--- src/rtl/mem_pkg.sv ---
// rtl/mem_pkg.sv - shared size/fault encodings and controller state type for the RAM access path
package mem_pkg;

  // Access size field (ReqMS[1:0] / MS_2_0[1:0])
  localparam logic [1:0] MS_BYTE = 2'b00;
  localparam logic [1:0] MS_HALF = 2'b01;
  localparam logic [1:0] MS_WORD = 2'b10;
  localparam logic [1:0] MS_INV  = 2'b11;

  // Completion fault codes
  localparam logic [1:0] FLT_NONE    = 2'b00;
  localparam logic [1:0] FLT_ALIGN   = 2'b01;
  localparam logic [1:0] FLT_SIZE    = 2'b10;
  localparam logic [1:0] FLT_TIMEOUT = 2'b11;

  typedef enum logic [1:0] {
    ST_FLUSH,
    ST_IDLE,
    ST_ACCESS,
    ST_RELEASE
  } mem_state_t;

endpackage

--- src/rtl/mem_req_check.sv ---
// rtl/mem_req_check.sv - combinational size/alignment check for a load/store request
module mem_req_check
  import mem_pkg::*;
(
  input  logic [1:0] size,
  input  logic [1:0] addr_lo,
  output logic       fault,
  output logic [1:0] code
);

  // Invalid size wins over alignment; bytes can never be misaligned
  always_comb begin
    fault = 1'b0;
    code  = FLT_NONE;
    case (size)
      MS_INV: begin
        fault = 1'b1;
        code  = FLT_SIZE;
      end
      MS_HALF: begin
        if (addr_lo[0]) begin
          fault = 1'b1;
          code  = FLT_ALIGN;
        end
      end
      MS_WORD: begin
        if (addr_lo != 2'b00) begin
          fault = 1'b1;
          code  = FLT_ALIGN;
        end
      end
      default: ;
    endcase
  end

endmodule

--- src/rtl/mem_access_ctrl.sv ---
// rtl/mem_access_ctrl.sv - load/store sequencer for ram256x8_c; MEM_TIMEOUT_EN adds an ACCESS timeout
module mem_access_ctrl
  import mem_pkg::*;
#(
  parameter int TIMEOUT_CYCLES = 16
) (
  input  logic        Clk,
  input  logic        Reset_n,
  input  logic        Req,
  input  logic        ReqRW,
  input  logic [2:0]  ReqMS,
  input  logic [31:0] ReqAddr,
  input  logic [31:0] ReqWrData,
  output logic        Busy,
  output logic        Done,
  output logic        Fault,
  output logic [1:0]  FaultCode,
  output logic [31:0] RdData,
  output logic        MOV,
  output logic        ReadWrite,
  output logic        MOCoff,
  output logic [2:0]  MS_2_0,
  output logic [31:0] Address,
  output logic [31:0] DataIn,
  input  logic        MOC,
  input  logic [31:0] DataOut
);

  mem_state_t  state, state_nx;
  logic        mov_nx, mocoff_nx, busy_nx, done_nx, fault_nx, rw_nx;
  logic        tmo_flt, tmo_flt_nx, tmo_hit;
  logic [2:0]  ms_nx;
  logic [1:0]  fc_nx;
  logic [31:0] addr_nx, din_nx, rd_nx;
  logic        chk_fault;
  logic [1:0]  chk_code;

  mem_req_check u_check (
    .size    (ReqMS[1:0]),
    .addr_lo (ReqAddr[1:0]),
    .fault   (chk_fault),
    .code    (chk_code)
  );

`ifdef MEM_TIMEOUT_EN
  localparam int CNT_W = $clog2(TIMEOUT_CYCLES + 1);
  logic [CNT_W-1:0] acc_cnt;

  // Count cycles spent waiting in ACCESS; cleared in every other state
  always_ff @(posedge Clk) begin
    if (!Reset_n)
      acc_cnt <= '0;
    else if (state == ST_ACCESS)
      acc_cnt <= acc_cnt + CNT_W'(1);
    else
      acc_cnt <= '0;
  end

  assign tmo_hit = (state == ST_ACCESS) && (acc_cnt == CNT_W'(TIMEOUT_CYCLES - 1));
`else
  // The timeout length only matters when the timeout build is selected
  logic unused_tmo;
  assign unused_tmo = (TIMEOUT_CYCLES != 0);
  assign tmo_hit    = 1'b0;
`endif

  // Next-state and next-output decode; everything holds unless a transition fires
  always_comb begin
    state_nx   = state;
    mov_nx     = MOV;
    mocoff_nx  = MOCoff;
    busy_nx    = Busy;
    done_nx    = 1'b0;
    fault_nx   = 1'b0;
    fc_nx      = FaultCode;
    rw_nx      = ReadWrite;
    ms_nx      = MS_2_0;
    addr_nx    = Address;
    din_nx     = DataIn;
    rd_nx      = RdData;
    tmo_flt_nx = tmo_flt;
    case (state)
      ST_FLUSH: begin
        if (!MOC) begin
          state_nx  = ST_IDLE;
          mocoff_nx = 1'b0;
          busy_nx   = 1'b0;
        end else begin
          busy_nx   = 1'b1;
        end
      end
      ST_IDLE: begin
        if (Req) begin
          if (chk_fault) begin
            done_nx  = 1'b1;
            fault_nx = 1'b1;
            fc_nx    = chk_code;
          end else begin
            state_nx   = ST_ACCESS;
            mov_nx     = 1'b1;
            busy_nx    = 1'b1;
            rw_nx      = ReqRW;
            ms_nx      = ReqMS;
            addr_nx    = ReqAddr;
            din_nx     = ReqWrData;
            tmo_flt_nx = 1'b0;
          end
        end
      end
      ST_ACCESS: begin
        if (MOC) begin
          if (ReadWrite)
            rd_nx = DataOut;
          state_nx  = ST_RELEASE;
          mov_nx    = 1'b0;
          mocoff_nx = 1'b1;
        end else if (tmo_hit) begin
          state_nx   = ST_RELEASE;
          mov_nx     = 1'b0;
          mocoff_nx  = 1'b1;
          tmo_flt_nx = 1'b1;
        end
      end
      ST_RELEASE: begin
        if (!MOC) begin
          state_nx  = ST_IDLE;
          mocoff_nx = 1'b0;
          busy_nx   = 1'b0;
          done_nx   = 1'b1;
          fault_nx  = tmo_flt;
          fc_nx     = tmo_flt ? FLT_TIMEOUT : FLT_NONE;
        end
      end
      default: ;
    endcase
  end

  // State and every output are registered; reset abandons any access in flight
  always_ff @(posedge Clk) begin
    if (!Reset_n) begin
      state     <= ST_FLUSH;
      MOCoff    <= 1'b1;
      MOV       <= 1'b0;
      Busy      <= 1'b0;
      Done      <= 1'b0;
      Fault     <= 1'b0;
      FaultCode <= FLT_NONE;
      RdData    <= '0;
      ReadWrite <= 1'b0;
      MS_2_0    <= '0;
      Address   <= '0;
      DataIn    <= '0;
      tmo_flt   <= 1'b0;
    end else begin
      state     <= state_nx;
      MOCoff    <= mocoff_nx;
      MOV       <= mov_nx;
      Busy      <= busy_nx;
      Done      <= done_nx;
      Fault     <= fault_nx;
      FaultCode <= fc_nx;
      RdData    <= rd_nx;
      ReadWrite <= rw_nx;
      MS_2_0    <= ms_nx;
      Address   <= addr_nx;
      DataIn    <= din_nx;
      tmo_flt   <= tmo_flt_nx;
    end
  end

endmodule

--- config.mk ---
export PLATFORM = sky130hd
export DESIGN_NAME = mem_access_ctrl
export DESIGN_NICKNAME = d
export VERILOG_FILES = /design/src/rtl/mem_pkg.sv /design/src/rtl/mem_req_check.sv /design/src/rtl/mem_access_ctrl.sv
export SDC_FILE = /design/constraint.sdc
export NUM_CORES = 1
export LEC_CHECK = 0
export CELL_PAD_IN_SITES_DETAIL_PLACEMENT = 0
export CELL_PAD_IN_SITES_GLOBAL_PLACEMENT = 2
export CORE_UTILIZATION = 31
export CTS_CLUSTER_DIAMETER = 100
export CTS_CLUSTER_SIZE = 10
export DETAILED_ROUTE_END_ITERATION = 10
export DONT_BUFFER_PORTS = 1
export PLACE_DENSITY = 0.79
export SYNTH_ARGS = -nofsm -noshare
export SYNTH_HDL_FRONTEND = slang
export SYNTH_SLANG_ARGS = --single-unit
--- constraint.sdc ---
create_clock -name Clk -period 2.1 [get_ports Clk]
set_input_delay 0.315 -clock Clk [delete_from_list [all_inputs] [get_ports Clk]]
set_output_delay 0.315 -clock Clk [all_outputs]
set_load 0.05 [all_outputs]
==> metrics.cfg <==
[placement]
portBuffers=0
pre_cts_ws_ns=0.136
dp.final_hpwl_um=6990
gp_congestion=0.715
placement.cell_area_um2=4190
placed_cells=641

[global_routing]
first_global_vias=2804
groute.usage.overall_pct=14.1
grt_max_degree=139
grt_pass1_wl_um=14300
grt_antenna_before_repair=0
grt-ovfl-total=0

[timing]
worst_clock_skew_ns=0.00709
grt_setup_unrepaired=no
count_of_final_setup_violators=0
timing.final.crit_period_ns=1.90
setup_ws_ns=0.197
timing_max_transition_violations_final=0
timing.setup.tns_ns=0
maxClockFrequency_ghz=0.525
tightest_slew_ns=0.772
final_clock_period_utilization_by_the_worst_path_pct=90.6
hold_violation_total_from_the_final_report=0
slew_headroom_pct=48.5

[worst_setup_path]
critical_path.startpoint_type=register
critical-path-slowest-cell=sky130_fd_sc_hd__dfxtp_1
path_cells=inv_1 -> ha_1 -> nand2_1 -> o21bai_4 -> buf_4 -> nand3_1 -> o21ai_1
critPathKind=register to register
critPathMaxFanout=18
crit_path_max_incr_delay_ns=0.41
data_arrival_time_of_the_critical_path_ns=2.18
cp_data_required_time_ns=2.38
worst_setup_path_end_kind=register

[synth]
synth-edff-count=0
ys_top_cells_by_count=sky130_fd_sc_hd__nand2_1 (136), sky130_fd_sc_hd__dfxtp_1 (109), sky130_fd_sc_hd__nand3_1 (68), sky130_fd_sc_hd__o21ai_1 (67), sky130_fd_sc_hd__a21oi_1 (37)
syn-instance-count=503
ys.warnings.count=0
synth.net_count=612
synth_sequential_area_ratio_pct=53.6
synth_most_common_cell=sky130_fd_sc_hd__nand2_1
synthesis.area_um2=4070
post-synth-top-area-cell=sky130_fd_sc_hd__dfxtp_1
synth_cell_type_count=33
synth_area_leaders=sky130_fd_sc_hd__dfxtp_1 (54%), sky130_fd_sc_hd__nand2_1 (13%), sky130_fd_sc_hd__nand3_1 (8.4%)
synth.ff_latch_count=109
ys_async_sr_fraction_pct=0
synth.top_cell.area_share_pct=53.6
yosys_most_used_dff=sky130_fd_sc_hd__dfxtp_1
average_cell_area_after_synthesis_um2=8.10

[final_layout]
area.sequential_um2=2180
stdcell_count=658
finish.instance_area_um2=4510
drive_gt1_share_pct=5.97
num-nets-final=590
multi_input_area_um2=1700
antenna-diode-count=0
flow.area_growth_from_synthesis_pct=10.6
final_util_pct=35.4
final.fill_count=1369

[route]
drt_iter0_drc=111
first_pass_detailed_route_iteration_total=4
postRouteWirelength_um=10100
viasPerCell=4.90
wl_per_cell_um=15.4
detailroute.via_count=3222
remaining_drc_errors=0
ant_nets=0

[power]
power.static_leakage_nw=1.55
switching_power_mw=1.59
cell_internal_power_mw=3.32
power.share.sequential_pct=55.6
pwr-share-comb_pct=8.7
vdd.ir_drop.worst_mv=0.376
switching_share_of_total_power_pct=32.4
cellPowerDensity_nw_per_um2=1090
power.share.clock_pct=35.7

[cts]
cts.reportedPaths.clkPinSlew_ns=0.07
root_buffer=sky130_fd_sc_hd__clkbuf_16
tritoncts_buffer_count=9
post_cts_resize_count=0
cts.sink_count=109
number_of_h_tree_levels=3
bufs_on_longest_clock_path=2
insertion_delay_ns=0.35
cts_tree=done

[floorplan]
floorplan.io_pins=211
die_y_um=117
initial_utilization_pct=32.0
core_um2=12700
num_rows=41
die_area_um2=13600
die_width_um=117

[status]
outcome=completed

[worst_hold_path]
worst_hold_path_type=input port to register

[job]
cap_viol_max_count=0

[cells in the final DEF, fill, tap and decap left out, types with 2 or more instances in the layout]
| cell type | synthesis | final |
|---|---|---|
| sky130_fd_sc_hd__nand2_1 | 136 | 136 |
| sky130_fd_sc_hd__dfxtp_1 | 109 | 109 |
| sky130_fd_sc_hd__nand3_1 | 68 | 68 |
| sky130_fd_sc_hd__o21ai_1 | 67 | 67 |
| sky130_fd_sc_hd__a21oi_1 | 37 | 37 |
| sky130_fd_sc_hd__clkbuf_16 | 0 | 9 |
| sky130_fd_sc_hd__buf_4 | 7 | 6 |
| sky130_fd_sc_hd__inv_1 | 5 | 5 |
| sky130_fd_sc_hd__ha_1 | 5 | 5 |
| sky130_fd_sc_hd__nor3_1 | 4 | 4 |
| sky130_fd_sc_hd__o21a_1 | 3 | 3 |
| sky130_fd_sc_hd__nor2_1 | 3 | 3 |
| sky130_fd_sc_hd__a31oi_1 | 2 | 2 |
| sky130_fd_sc_hd__and3_1 | 2 | 2 |
| sky130_fd_sc_hd__nor2b_1 | 2 | 2 |
| sky130_fd_sc_hd__o21ai_0 | 2 | 2 |
| sky130_fd_sc_hd__clkinvlp_4 | 0 | 2 |
| sky130_fd_sc_hd__inv_6 | 0 | 2 |
| sky130_fd_sc_hd__buf_12 | 0 | 2 |
[per-layer routing]
metal / vias to the layer above / global-route usage (%) / share of wire [%]
met3: 11 / 7.32 / 14
met5: - / 0 / 0
met4: 0 / 7.34 / 1.8
met1: 1406 / 15.9 / 40
met2: 152 / 21.7 / 44
li1: 1653 / - / -
[registers in the layout (all words and copies together), names as in the netlist]
register	flops
Address	32
DataIn	32
RdData	32
MS_2_0	3
FaultCode	2
state	2
Busy	1
Done	1
Fault	1
MOCoff	1
MOV	1
ReadWrite	1
[worst paths after layout]
check / end / cells past startpoint / startpoint / slack, ns
min reg2reg: state[1]$_SDFFE_PN0P_ / 2 / state[1]$_SDFFE_PN0P_ / 0.59
max: DataIn[9]$_SDFFE_PN0P_ / 7 / state[1]$_SDFFE_PN0P_ / 0.20
min: MOCoff$_SDFFE_PN1P_ / 1 / Reset_n / 0.04
max reg2reg: DataIn[9]$_SDFFE_PN0P_ / 7 / state[1]$_SDFFE_PN0P_ / 0.20
[power by group through the flow]
| stage | Clock [mW] | Combinational, mW | Sequential (mW) |
|---|---|---|---|
| after floorplan | 0 | 0.385 | 2.75 |
| after global placement | 0 | 0.409 | 2.78 |
| after detailed placement | 0 | 0.424 | 2.78 |
| after CTS | 1.83 | 0.423 | 2.74 |
| after global routing | 1.91 | 0.489 | 2.75 |
| final | 1.75 | 0.429 | 2.73 |
[cell families (layout without fill, tap and decap cells)]
family	count (synthesis)	in the layout	synth area share [%]
AND/OR/NAND/NOR	221	221	23.4
AO/OA/AOI/OAI	121	122	16.4
flip-flops	109	109	53.6
buffers and inverters	47	29	5.04
adder cells (fa/ha/maj)	5	5	1.54
[critical path: cells and delay by family, from the launching register on]
kind / cells / cell delay (ns)
simple gates: 2 / 0.28
buf+inv: 2 / 0.44
flops: 1 / 0.41
fa+ha+maj: 1 / 0.23
compound gates: 2 / 0.47
[final cells by class]
cell class,count,area share (%)
Clock buffer,9,5.00
Clock inverter,7,1.83
Inverter,5,0.416
Multi-Input combinational cell,348,37.7
Sequential cell,109,48.4
Tap cell,172,4.78
Timing Repair Buffer,8,1.89
[stage by stage]
step           power [mW]  hold slack, ns
2_1_floorplan        3.13           0.448
3_3_place_gp         3.19           0.388
3_5_place_dp         3.21           0.395
4_1_cts              4.99          0.0205
5_1_grt              5.15          0.0280
6_report             4.91          0.0431
[timing repair]
item | CTS | global route
hold buffers | 0 | 0
setup endpoints to repair | 0 | 5
setup buffers | 0 | 0
endpoints found under the hold margin | 0 | 0
(Power assumes the default switching activity.)
